File: src/rtl/mips_cache_arbiter.sv
// mips_cache_arbiter
//   Shares one Avalon-MM master port between an instruction cache (read-only
//   fills) and a data cache (fills and write-through stores). Only one bus
//   transaction is in flight at a time. Every output comes from a flop.
//
//   Transaction flow:
//     IDLE  : grant one requester, latch its request, drive the bus.
//     READ  : hold avm_read and the bus fields until waitrequest is low.
//     WRITE : hold avm_write and the bus fields until waitrequest is low.
//     RESP  : one cycle. The requester's *_data_valid is raised on the edge
//             that leaves RESP.
//   Zero-wait latency: a request sampled in IDLE in cycle N gives
//   *_data_valid in cycle N+3. The requester must drop its request in the
//   cycle where it sees data_valid. Otherwise it is granted again.
//
//   Parameter:
//     WAIT_MAX : number of consecutive waitrequest cycles allowed before the
//                transaction is aborted. An abort pulses bus_err, and the
//                requester gets data_valid with data 0.
//
//   Ports:
//     clk, rst                      clock; synchronous active-high reset
//     i_req, i_addr                 instruction-cache miss request
//     i_data_in, i_data_valid       fill word and one-cycle strobe to I-cache
//     d_req, d_write, d_addr,       data-cache request (d_write=1 means a
//     d_writedata, d_byteenable       write-through store)
//     d_data_in, d_data_valid       fill word (0 for a write) and strobe
//     avm_*                         Avalon-MM master signals
//     busy                          high whenever the FSM is not in IDLE
//     bus_err                       one-cycle pulse on a wait timeout
//
//   Build option:
//     MIPS_CACHE_ARB_RR_EN  defined   -> round-robin between the two caches
//                           undefined -> data cache wins simultaneous requests
module mips_cache_arbiter #(
    parameter int unsigned WAIT_MAX = 255
) (
    input  logic        clk,
    input  logic        rst,
    input  logic        i_req,
    input  logic [31:0] i_addr,
    output logic [31:0] i_data_in,
    output logic        i_data_valid,
    input  logic        d_req,
    input  logic        d_write,
    input  logic [31:0] d_addr,
    input  logic [31:0] d_writedata,
    input  logic [3:0]  d_byteenable,
    output logic [31:0] d_data_in,
    output logic        d_data_valid,
    output logic [31:0] avm_address,
    output logic        avm_read,
    output logic        avm_write,
    output logic [31:0] avm_writedata,
    output logic [3:0]  avm_byteenable,
    input  logic        avm_waitrequest,
    input  logic [31:0] avm_readdata,
    output logic        busy,
    output logic        bus_err
);

    // The wait counter is at least 8 bits wide. It grows when WAIT_MAX needs more.
    localparam int unsigned WaitCalcW = $clog2(WAIT_MAX + 1);
    localparam int unsigned WaitW     = (WaitCalcW > 8) ? WaitCalcW : 8;
    localparam logic [WaitW-1:0] WaitMax = WaitW'(WAIT_MAX);

    typedef enum logic [1:0] {
        StIdle,
        StRead,
        StWrite,
        StResp
    } state_e;

    state_e             state_q, state_d;
    logic               gnt_data_q, gnt_data_d;   // 1: data cache owns the bus
    logic [31:0]        rdata_q, rdata_d;
    logic [WaitW-1:0]   wait_cnt_q, wait_cnt_d;
    logic [31:0]        avm_address_q, avm_address_d;
    logic               avm_read_q, avm_read_d;
    logic               avm_write_q, avm_write_d;
    logic [31:0]        avm_writedata_q, avm_writedata_d;
    logic [3:0]         avm_byteenable_q, avm_byteenable_d;
    logic [31:0]        i_data_in_q, i_data_in_d;
    logic               i_data_valid_q, i_data_valid_d;
    logic [31:0]        d_data_in_q, d_data_in_d;
    logic               d_data_valid_q, d_data_valid_d;
    logic               busy_q, busy_d;
    logic               bus_err_q, bus_err_d;
`ifdef MIPS_CACHE_ARB_RR_EN
    logic               rr_q, rr_d;               // 1: data cache is next in line
`endif

    logic               pick_data;
    logic [WaitW-1:0]   wait_inc;
    logic               timeout;

    // Saturating increment. It cannot wrap even if WAIT_MAX is set to 0.
    assign wait_inc = (wait_cnt_q == '1) ? wait_cnt_q : wait_cnt_q + 1'b1;
    assign timeout  = (wait_inc >= WaitMax);

`ifdef MIPS_CACHE_ARB_RR_EN
    assign pick_data = d_req & (~i_req | rr_q);
`else
    assign pick_data = d_req;
`endif

    always_comb begin
        state_d          = state_q;
        gnt_data_d       = gnt_data_q;
        rdata_d          = rdata_q;
        wait_cnt_d       = wait_cnt_q;
        avm_address_d    = avm_address_q;
        avm_read_d       = avm_read_q;
        avm_write_d      = avm_write_q;
        avm_writedata_d  = avm_writedata_q;
        avm_byteenable_d = avm_byteenable_q;
        // Data buses return to 0 when their strobe is low.
        i_data_in_d      = '0;
        i_data_valid_d   = 1'b0;
        d_data_in_d      = '0;
        d_data_valid_d   = 1'b0;
        bus_err_d        = 1'b0;
`ifdef MIPS_CACHE_ARB_RR_EN
        rr_d             = rr_q;
`endif

        unique case (state_q)
            StIdle: begin
                if (i_req || d_req) begin
                    gnt_data_d = pick_data;
                    wait_cnt_d = '0;
`ifdef MIPS_CACHE_ARB_RR_EN
                    rr_d       = ~pick_data;
`endif
                    if (pick_data) begin
                        avm_address_d    = {d_addr[31:2], 2'b00};
                        avm_writedata_d  = d_writedata;
                        avm_byteenable_d = d_byteenable;
                        avm_read_d       = ~d_write;
                        avm_write_d      = d_write;
                        state_d          = d_write ? StWrite : StRead;
                    end else begin
                        avm_address_d    = {i_addr[31:2], 2'b00};
                        avm_writedata_d  = '0;
                        avm_byteenable_d = 4'hF;
                        avm_read_d       = 1'b1;
                        avm_write_d      = 1'b0;
                        state_d          = StRead;
                    end
                end
            end

            StRead, StWrite: begin
                if (!avm_waitrequest) begin
                    rdata_d     = (state_q == StRead) ? avm_readdata : 32'h0;
                    avm_read_d  = 1'b0;
                    avm_write_d = 1'b0;
                    state_d     = StResp;
                end else if (timeout) begin
                    // Abort: the requester is released with data 0.
                    avm_read_d  = 1'b0;
                    avm_write_d = 1'b0;
                    bus_err_d   = 1'b1;
                    wait_cnt_d  = '0;
                    if (gnt_data_q) begin
                        d_data_valid_d = 1'b1;
                    end else begin
                        i_data_valid_d = 1'b1;
                    end
                    state_d = StIdle;
                end else begin
                    wait_cnt_d = wait_inc;
                end
            end

            StResp: begin
                if (gnt_data_q) begin
                    d_data_valid_d = 1'b1;
                    d_data_in_d    = rdata_q;
                end else begin
                    i_data_valid_d = 1'b1;
                    i_data_in_d    = rdata_q;
                end
                state_d = StIdle;
            end

            default: state_d = StIdle;
        endcase

        busy_d = (state_d != StIdle);
    end

    always_ff @(posedge clk) begin
        if (rst) begin
            state_q          <= StIdle;
            gnt_data_q       <= 1'b0;
            rdata_q          <= '0;
            wait_cnt_q       <= '0;
            avm_address_q    <= '0;
            avm_read_q       <= 1'b0;
            avm_write_q      <= 1'b0;
            avm_writedata_q  <= '0;
            avm_byteenable_q <= '0;
            i_data_in_q      <= '0;
            i_data_valid_q   <= 1'b0;
            d_data_in_q      <= '0;
            d_data_valid_q   <= 1'b0;
            busy_q           <= 1'b0;
            bus_err_q        <= 1'b0;
`ifdef MIPS_CACHE_ARB_RR_EN
            rr_q             <= 1'b0;
`endif
        end else begin
            state_q          <= state_d;
            gnt_data_q       <= gnt_data_d;
            rdata_q          <= rdata_d;
            wait_cnt_q       <= wait_cnt_d;
            avm_address_q    <= avm_address_d;
            avm_read_q       <= avm_read_d;
            avm_write_q      <= avm_write_d;
            avm_writedata_q  <= avm_writedata_d;
            avm_byteenable_q <= avm_byteenable_d;
            i_data_in_q      <= i_data_in_d;
            i_data_valid_q   <= i_data_valid_d;
            d_data_in_q      <= d_data_in_d;
            d_data_valid_q   <= d_data_valid_d;
            busy_q           <= busy_d;
            bus_err_q        <= bus_err_d;
`ifdef MIPS_CACHE_ARB_RR_EN
            rr_q             <= rr_d;
`endif
        end
    end

    assign avm_address    = avm_address_q;
    assign avm_read       = avm_read_q;
    assign avm_write      = avm_write_q;
    assign avm_writedata  = avm_writedata_q;
    assign avm_byteenable = avm_byteenable_q;
    assign i_data_in      = i_data_in_q;
    assign i_data_valid   = i_data_valid_q;
    assign d_data_in      = d_data_in_q;
    assign d_data_valid   = d_data_valid_q;
    assign busy           = busy_q;
    assign bus_err        = bus_err_q;

endmodule

File: config.mk
export PLATFORM = sky130hd
export DESIGN_NAME = mips_cache_arbiter
export DESIGN_NICKNAME = d
export VERILOG_FILES = /design/src/rtl/mips_cache_arbiter.sv
export SDC_FILE = /design/constraint.sdc
export NUM_CORES = 1
export LEC_CHECK = 0
export BUFFER_PORTS_ARGS = -buffer_cell sky130_fd_sc_hd__buf_2
export CORE_ASPECT_RATIO = 0.9
export CORE_MARGIN = 2
export CORE_UTILIZATION = 47
export DETAILED_ROUTE_END_ITERATION = 8
export GPL_TIMING_DRIVEN = 0
export PLACE_DENSITY = 0.85
export REMOVE_ABC_BUFFERS = 1
export SYNTH_ARGS = -nofsm -noshare
export SYNTH_HDL_FRONTEND = slang
export SYNTH_SLANG_ARGS = --single-unit
File: constraint.sdc
create_clock -name clk -period 4.7 [get_ports clk]
set_clock_uncertainty 0.15 [all_clocks]
set_input_delay 0.47 -clock clk [delete_from_list [all_inputs] [get_ports clk]]
set_output_delay 0.47 -clock clk [all_outputs]
set_load 0.1 [all_outputs]
Yosys cells after proc, flatten, opt, wreduce, memory -nomap -nowiden
Cells that the tools add are included.
{"block": "op_classes", "n_addsub": 1, "n_mul": 0, "n_div": 0, "n_lt_le_gt_ge": 1, "eq_ne": 7, "shifts": 0, "n_mux": 32, "n_bitwise": 5, "n_reduce_logical": 12}
{"op": "$mux W32", "n": 3}
{"op": "$mux W8", "n": 4}
{"op": "$pmux W8 S2", "n": 1}
{"op": "$mux W1", "n": 13}
{"op": "$mux W2", "n": 5}
{"op": "$reduce_or A3 Y1", "n": 3}
{"op": "$add A8 B1 Y8 const B", "n": 1}
{"op": "$eq A8 B8 Y1 const B", "n": 1}
{"op": "$ge A8 B8 Y1 const B", "n": 1}
{"op": "$pmux W1 S2", "n": 4}
{"op": "$pmux W2 S3", "n": 1}
{"op": "$reduce_and A3 Y1", "n": 2}
{"op": "$not A1 Y1", "n": 5}
{"op": "$eq A2 B2 Y1 const B", "n": 2}
{"op": "$mux W4", "n": 1}
{"op": "$ne A2 B2 Y1 const B", "n": 2}
{"op": "$reduce_and A2 Y1", "n": 2}
{"op": "$reduce_bool A2 Y1", "n": 2}
{"op": "$ne A3 B3 Y1 const B", "n": 1}
{"op": "$eq A2 B1 Y1 const B", "n": 1}
{"op": "$logic_not A2 Y1", "n": 1}
{"op": "$reduce_or A2 Y1", "n": 1}
{"op": "$logic_or A1 B1 Y1", "n": 1}
{"block": "word_totals", "register_bits": 181, "latchBits": 0, "mem_bits_rw": 0, "mem_bits_ro": 0, "in_bits": 138, "out_inout_bits": 138, "elab_cells": 73, "n_memories": 0}

Depth between registers and ports, before layout
Gate-level depths: netlist of run 1.
{"block": "logic_depth", "word_depth": 7, "depth_mapped": 9, "mapped_depth_nobuf": 8}

Least setup slack after synthesis of run 1
No wires, ideal clock.
{"block": "synth_path", "path_type": "flip-flop to flip-flop", "from": "register wait_cnt_q[1]", "to": "register avm_read_q (netlist: avm_read)", "setup_time_ns": 0.132, "arrival_ns": 2.087, "required_ns": 4.418, "slack_ns": 2.331, "path_stages_with_launch": 10, "n_path_buf": 2, "synth_period_minus_slack_ns": 2.369, "path_cell_list": "dfxtp_1 ha_1 nand3_4 nor3_4 a22oi_1 or4_1 buf_6 buf_8 nand4_1 a21oi_1"}
{"block": "synth_between", "elab_chain_len": 5, "word_cells_on_any_way": 6, "cone_classes": "1 x add/sub; 1 x order compare; 2 x eq/ne; 1 x mux; 1 x reduce/logical"}
{"item": "from (decl)", "line": "77", "rtl": "logic [WaitW-1:0] wait_cnt_q, wait_cnt_d;"}
{"item": "from (signal assigned)", "line": "217", "rtl": "wait_cnt_q <= wait_cnt_d;"}
{"item": "$add A8 B1 Y8 or $eq A8 B8 Y1 (tied branches)", "line": "98", "rtl": "assign wait_inc = (wait_cnt_q == '1) ? wait_cnt_q : wait_cnt_q + 1'b1;"}
{"item": "$mux W8 (*)", "line": "98"}
{"item": "$ge A8 B8 Y1 (*)", "line": "99", "rtl": "assign timeout = (wait_inc >= WaitMax);"}
{"item": "$ne A3 B3 Y1 (no line) (*)"}
{"item": "$reduce_and A3 Y1 (no line) (*)"}
{"item": "to (signal assigned)", "line": "219", "rtl": "avm_read_q <= avm_read_d;"}
{"item": "to (decl)", "line": "79", "rtl": "logic avm_read_q, avm_read_d;"}
Every way passes the cells marked *; elsewhere a longest branch is shown, timed or not.
A chain may end at the register's enable or synchronous reset.

Worst setup path in the final report of run 1
{"block": "layout_path", "from": "register state_q[1]", "to": "register wait_cnt_q[1]"}
{"block": "layout_between", "elab_chain_len": 4, "word_cells_on_any_way": 9, "cone_classes": "4 x eq/ne; 1 x mux; 4 x reduce/logical"}
{"item": "from (decl)", "line": "74", "rtl": "state_e state_q, state_d;"}
{"item": "from (signal assigned)", "line": "195", "rtl": "state_q <= StIdle;"}
{"item": "from (signal assigned)", "line": "214", "rtl": "state_q <= state_d;"}
{"item": "$eq A2 B1 Y1 or $eq A2 B2 Y1 (tied branches)", "line": "127", "rtl": "unique case (state_q)"}
{"item": "$reduce_or A2 Y1", "line": "127"}
{"item": "$ne A2 B2 Y1 (no line) or $reduce_bool A2 Y1 (tied branches)"}
{"item": "$reduce_and A3 Y1 (no line)"}
Several ways; a longest one is shown, not always the timed one.

==> summary.md, run 1 <==
| Metric | Value |
|---|---|
| Outcome | finished clean |
| Hold_buf cts | 0 |
| Primary FF master, synth | dfxtp_1 |
| Setup repair bufs after CTS | 0 |
| P_leak | 0.00392 uW |
| Reg clk slew, reported paths | 0.07 ns |
| Row cnt | 40 |
| Layout cells sized above 1 | 0.331 |
| Most frequent cell after synthesis | dfxtp_1 |
| Top delay family on crit path | compound AO/OA/AOI/OAI gates |
| Buf+Inv Stages, Crit Path | 1 |
| Length of the first detailed-routing pass in iterations | 5 |
| Synthesis-to-finish area growth | 31.3% |
| Final Max Tran Viols | 0 |
| Flop pwr share | 0.408 |
| Initial antenna violation count | 1 |
| Ports | 276 |
| Wire per inst | 15.0 um |
| Hold_ws | 0.153 ns |
| Fmax | 0.333 GHz |
| Met3 Track Usage GR | 0.0914 |
| Asr flop ratio synth | 0 |
| Clock tree buffer depth | 2 |
| Max VDD drop | 366 uV |
| CTS sink count | 179 |
| Met1 GRT Util | 0.250 |
| Yosys reg bits | 179 |
| Final setup vio count | 0 |
| Gr busiest metal | met2 |
| RePlAce Congestion | 0.887 |
| Critical Path AT | 3.16 ns |
| Buffers on Ports | 269 |
| Nets | 1086 |
| CP endpoint kind | register |
| Remaining DRCs | 0 |
| Vias per Instance | 5.11 |
| Met2 Track Usage GR | 0.389 |
| Internal | 2550 uW |
| Design Power | 4020 uW |
| Antenna Violating Nets Remaining | 0 |
| Switching Share | 0.366 |
| Yosys warns | 0 |
| Synthesized area | 6480 sq um |
| CTS root buffer | clkbuf_16 |
| Most frequent CP cell | o21ai_0 |
| CTS H-Tree Depth | 4 |
| EDFF count, synth | 0 |
| Hold Vio Cnt, Final | 0 |
| Initial drt markers | 278 |
| First-pass GRT wire length | 25.9 mm |
| Worst Hold Class | in -> reg |
| Clk_lat worst skew | 0.43 ns |
| Power share of the combinational group | 0.244 |
| Dpl hpwl | 11.7 mm |
| Vias in the first global route | 5356 |
| Crit path cell chain | inv_1 -> ha_2 -> o21ai_4 -> o21ai_0 -> a21oi_1 -> a31oi_1 -> o21ai_0 |
| Die area | 14700 sq um |
| Total number of vias | 5745 |
| Filler-free cell count of the finished design | 1125 |
| Maxcap violations | 0 |
| Post-CTS Resized | 0 |
| Area contributors post-synth | dfxtp_1 (55%), and2_1 (6.2%), a21oi_1 (5.9%) |
| RSZ-0062 raised after global routing | false |
| Clock share of power | 0.348 |
| Fin util | 0.635 |
| Startpoint type of the worst setup path | register |
| Final worst-path cycle share | 0.640 |
| Setup TNS | 0 ns |
| Post-synth top area share | 0.553 |
| Tightest Pin Transition | 1.32 ns |
| Top cells by count, synth | dfxtp_1 (179), a21oi_1 (77), nand2_1 (76) |
| WS Path Type | reg -> reg |
| Chip width | 128 um |
| Power per Cell Area | 473 nW/um^2 |
| Crit path largest cell delay | 0.76 ns |
| Die Y | 115 um |
| Total grt overflow | 0 |
| Slew headroom | 0.119 |
| Crit-path slowest cell | ha_2 |
| Post-route minimum period | 3.01 ns |
| Avg Cell Area, Syn | 9.21 sq um |
| Yosys cell types | 45 |
| CTS tree | done |
| Post-Syn Instances | 704 |
| Post-synthesis sequential area ratio | 0.553 |
| Worst-path maximum fanout | 40 |
| Dpl cells | 1092 |
| WL final | 16.9 mm |
| Num CTS Buffers | 17 |
| Global Route Usage Sum | 0.224 |
| Effective utilization at floorplan | 0.483 |
| Largest net degree at the start of global routing | 72 |
| Yosys top cell by area | dfxtp_1 |
| Required time of the critical path | 4.86 ns |
| Core box area | 13400 sq um |
| Sw power | 1470 uW |
-- worst paths after layout --
path | startpoint | endpoint | slack (ns) | cells past startpoint
hold reg to reg | avm_writedata[15]$_SDFFE_PP0P_ | avm_writedata[15]$_SDFFE_PP0P_ | 0.30 | 2
setup / recovery | state_q[1]$_SDFF_PP0_ | wait_cnt_q[1]$_SDFFE_PP0P_ | 1.69 | 7
hold / removal | avm_readdata[24] | rdata_q[24]$_SDFFE_PP0P_ | 0.15 | 3
setup reg to reg | state_q[1]$_SDFF_PP0_ | wait_cnt_q[1]$_SDFFE_PP0P_ | 1.69 | 7
-- logic make-up (layout without fill, tap and decap cells) --
kind of cell             after synthesis  count (layout)  synth area share
multiplexers                          30              30            0.0463
buffers and inverters                 66             317            0.0446
other                                  1               3          0.000578
adder cells (fa/ha/maj)                5               5           0.00965
XOR/XNOR                               2               2           0.00270
AND/OR/NAND/NOR                      283             283             0.217
AO/OA/AOI/OAI                        138             138             0.127
flip-flops                           179             179             0.553
-- layout by cell type (no fill, tap or decap), types with 2 or more instances in the layout --
cell       instances
o21ai_0            7
inv_6              5
a31oi_1            9
buf_16             2
clkbuf_16         17
clkinv_8           2
nand3_1           71
conb_1             2
mux2i_1           30
nor3_1             2
buf_2            267
o22ai_1            4
a211oi_1          30
nor2_1            47
and2_1            64
nand4_1            5
xnor2_1            2
buf_4              2
dfxtp_1          179
inv_1             12
a21oi_1           77
and3_2             2
nand3b_1           4
inv_8              3
ha_1               4
nand2_1           76
-- power by group through the flow --
stage	logic, uW	clock network [uW]	registers [uW]
6_report	983	1400	1640
5_1_grt	1040	1490	1650
4_1_cts	986	1430	1640
3_5_place_dp	985	0	1670
3_3_place_gp	962	0	1670
2_1_floorplan	239	0	2170
-- stage by stage --
stage | area [sq um] | setup WS, ns
floorplan | 6240 | 0.202
global placement | 7800 | -1.41
detailed placement | 7920 | 1.49
CTS | 8510 | 1.68
global route | 8510 | 1.46
finish | 8510 | 1.69
-- sequential cells by signal (all words and copies together), names as in the netlist --
signal          count
rdata_q            32
state_q             2
bus_err             1
gnt_data_q          1
i_data_valid        1
avm_address        30
i_data_in          32
avm_read            1
wait_cnt_q          8
d_data_in          32
busy                1
avm_byteenable      4
avm_write           1
d_data_valid        1
avm_writedata      32
-- layer usage --
layer,up-vias,part of all wire,routed length [um]
met5,-,0,0
met4,0,0.016,269
met3,20,0.092,1550
met2,239,0.48,8160
met1,2596,0.41,6910
li1,2890,-,-
-- worst min-delay path: cells and delay by family --
family                 cells  cell delay, ns
AO/OA/AOI/OAI              1            0.06
buffers and inverters      1            0.09
AND/OR/NAND/NOR            1            0.07
-- final cells by class --
class                           instances  area [sq um]
Fill cell                            1144          4900
Sequential cell                       179          3580
Multi-Input combinational cell        460          2640
Timing Repair Buffer                  273          1440
Clock buffer                           18           429
Tap cell                              168           210
Clock inverter                         14           161
Inverter                               12          45.0
Antenna cell                            1          2.50
No activity file was read; power rests on OpenSTA's default activity.
==> run 2: changes to the inputs <==
--- a/config.mk
+++ b/config.mk
@@ -8,10 +8,10 @@
 export BUFFER_PORTS_ARGS = -buffer_cell sky130_fd_sc_hd__buf_2
 export CORE_ASPECT_RATIO = 0.9
 export CORE_MARGIN = 2
-export CORE_UTILIZATION = 47
+export CORE_UTILIZATION = 43
 export DETAILED_ROUTE_END_ITERATION = 8
 export GPL_TIMING_DRIVEN = 0
-export PLACE_DENSITY = 0.85
+export PLACE_DENSITY = 0.82
 export REMOVE_ABC_BUFFERS = 1
 export SYNTH_ARGS = -nofsm -noshare
 export SYNTH_HDL_FRONTEND = slang
==> constraint.sdc (replaced) <==
create_clock -name clk -period 2.4 [get_ports clk]
set_clock_uncertainty 0.15 [all_clocks]
set_input_delay 0.24 -clock clk [delete_from_list [all_inputs] [get_ports clk]]
set_output_delay 0.24 -clock clk [all_outputs]
set_load 0.1 [all_outputs]
==> run 2 against run 1 <==
  * Global-route usage rose by 3.7 points
  * Cell count rose by 13%
  * Worst hold slack got worse by 0.14 ns
  * Largest cell class unchanged
==> summary.md, run 2 (synthesis gave the netlist of run 1 again) <==
| Metric | Value |
|---|---|
| Commonest non-fill, non-tap cell in the layout | buf_2 (unchanged) |
| CTS tree | done (unchanged) |
| Maxcap violations | 0 (unchanged) |
| Fmax | 0.426 GHz (was 0.333 GHz) |
| Slew headroom | 0.150 (was 0.119) |
| Post-route minimum period | 2.34 ns (was 3.01 ns) |
| Vias in the first global route | 6548 (was 5356) |
| Clock tree buffer depth | 2 (unchanged) |
| HP Start | d_addr[15] (was avm_readdata[24]) |
| R2r endpoint | wait_cnt_q[6]$_SDFFE_PP0P_ (was wait_cnt_q[1]$_SDFFE_PP0P_) |
| Final setup vio count | 0 (unchanged) |
| Length of the first detailed-routing pass in iterations | 5 (unchanged) |
| Remaining DRCs | 0 (unchanged) |
| Worst Reg2Reg Path Length in Cells | 8 (was 7) |
| R2R Path Start | wait_cnt_q[0]$_SDFFE_PP0P_ (was state_q[1]$_SDFF_PP0_) |
| Total number of vias | 6608 (was 5745) |
| Largest net degree at the start of global routing | 73 (was 72) |
| Total grt overflow | 0 (unchanged) |
| Wire per inst | 17.0 um (was 15.0 um) |
| Initial drt markers | 376 (was 278) |
| Dpl ws | -0.617 ns (was 1.49 ns) |
| Final worst slack | 0.0551 ns (was 1.69 ns) |
| Layout cells sized above 1 | 0.322 (was 0.331) |
| Effective utilization at floorplan | 0.441 (was 0.483) |
| CTS sink count | 179 (unchanged) |
| Hold Vio Cnt, Final | 0 (unchanged) |
| CTS H-Tree Depth | 4 (unchanged) |
| Diode count | 0 (was 1) |
| P_leak | 0.00442 uW (was 0.00392 uW) |
| Reg clk slew, reported paths | 0.07 ns (about the same) |
| Fill cells | 1085 (was 1144) |
| Crit-path slowest cell | or4_4 (was ha_2) |
| Row cnt | 42 (was 40) |
| Core box area | 14700 sq um (was 13400 sq um) |
| Worst setup path startpoint | wait_cnt_q[0]$_SDFFE_PP0P_ (was state_q[1]$_SDFF_PP0_) |
| Flop2flop setup slack | 0.06 ns (was 1.69 ns) |
| WS Path Type | reg -> reg (unchanged) |
| First-pass GRT wire length | 32.9 mm (was 25.9 mm) |
| Max VDD drop | 547 uV (was 366 uV) |
| Final Max Tran Viols | 0 (unchanged) |
| CP endpoint kind | register (unchanged) |
| Design Power | 8240 uW (was 4020 uW) |
| Filler-free cell count of the finished design | 1267 (was 1125) |
| Outcome | finished clean (unchanged) |
| Die area | 16100 sq um (was 14700 sq um) |
| Clk_lat worst skew | 0.42 ns (was 0.43 ns) |
| WL final | 21.5 mm (was 16.9 mm) |
| Nets | 1199 (was 1086) |
| RePlAce Congestion | 0.873 (was 0.887) |
| Tightest Pin Transition | 1.28 ns (was 1.32 ns) |
| Num CTS Buffers | 17 (unchanged) |
| Worst-path maximum fanout | 6 (was 40) |
| Worst Hold Class | in -> reg (unchanged) |
| Final worst-path cycle share | 0.977 (was 0.640) |
| Required time of the critical path | 2.57 ns (was 4.86 ns) |
| Vias per Instance | 5.22 (was 5.11) |
| Power per Cell Area | 845 nW/um^2 (was 473 nW/um^2) |
| Dpl hpwl | 11.7 mm (about the same) |
| Antenna Violating Nets Remaining | 0 (unchanged) |
| Critical path endpoint | wait_cnt_q[6]$_SDFFE_PP0P_ (was wait_cnt_q[1]$_SDFFE_PP0P_) |
| Die Y | 120 um (was 115 um) |
| Global Route Usage Sum | 0.261 (was 0.224) |
| Dpl cells | 1122 (was 1092) |
| Synthesis-to-finish area growth | 50.5% (was 31.3%) |
| Crit path cell chain | ha_4 -> nand3_4 -> a221oi_2 -> nand2_1 -> or4_4 -> buf_4 -> a31oi_1 -> nor2_1 (was inv_1 -> ha_2 -> o21ai_4 -> o21ai_0 -> a21oi_1 -> a31oi_1 -> o21ai_0) |
| CTS root buffer | clkbuf_16 (unchanged) |
| Most frequent cells in the layout | buf_2 (267), dfxtp_1 (176), dlygate4sd3_1 (97), nand2_1 (76), a21oi_1 (76) (was buf_2 (267), dfxtp_1 (179), a21oi_1 (77), nand2_1 (76), nand3_1 (71)) |
| Chip width | 133 um (was 128 um) |
| Buffers on Ports | 269 (unchanged) |
| Critical Path AT | 2.52 ns (was 3.16 ns) |
| Crit path largest cell delay | 0.60 ns (was 0.76 ns) |
| Ports | 276 (unchanged) |
| Initial antenna violation count | 0 (was 1) |
| Startpoint type of the worst setup path | register (unchanged) |
## run 2: cell type report
class,instances,area [sq um],area share
timing repair buffer,383,2530,0.259
tap,198,248,0.0254
inverter,12,45.0,0.00462
clock inverter,14,161,0.0165
multi-input combinational,463,2740,0.281
clock buffer,18,439,0.0450
sequential,179,3590,0.368
## run 2: metal layers
layer	vias to the layer above	share of wire	GRT usage
li1	3119	-	-
met1	3071	0.38	0.289
met2	365	0.49	0.460
met3	53	0.093	0.0872
met4	0	0.031	0.108
met5	-	0	0
## run 2: worst min path at each step
stage / depth (start not counted) / slack [ns] / to
global route: 3 / 0.02 / avm_address[12]$_SDFFE_PP0P_
CTS: 3 / 0.002 / avm_address[5]$_SDFFE_PP0P_
floorplan: 1 / 0.16 / avm_read$_SDFFE_PP0P_
global placement: 2 / 0.29 / avm_writedata[31]$_SDFFE_PP0P_
finish: 3 / 0.01 / avm_address[15]$_SDFFE_PP0P_
detailed placement: 2 / 0.29 / avm_writedata[31]$_SDFFE_PP0P_
## run 2: per-stage QoR
stage | util | hold slack, ns | area [sq um] | TNS (ns)
2_1_floorplan | - | 0.159 | 6240 | -73.64
3_3_place_gp | 0.533 | 0.286 | 7840 | -295.25
3_5_place_dp | 0.541 | 0.290 | 7960 | -13.62
4_1_cts | 0.652 | 0.00198 | 9600 | 0
5_1_grt | 0.663 | 0.0172 | 9750 | -0.303
6_report | 0.663 | 0.0120 | 9750 | 0
## run 2: critical path, delay by kind of cell, from the launching register on
family	cells	cell delay (ns)
adders and majority gates	1	0.19
DFF	1	0.38
AOI/OAI and AO/OA	2	0.44
and+or+nand+nor	4	0.91
buffers and inverters	1	0.17
## run 2: what timing repair did
item                       in CTS  in global routing
pin swaps                       3                  3
cloned                          1                  2
gates resized for setup        10                 10
hold buffers                   97                  0
setup buffers                   2                 11
setup endpoints to repair      63                 56
hold endpoints to repair       89                  0
## run 2: power by group
part | switching, uW | internal, uW | leakage (uW)
Sequential | 92.7 | 3130 | 0.00146
Clock | 1300 | 1520 | 0.000296
Combinational | 1660 | 541 | 0.00266
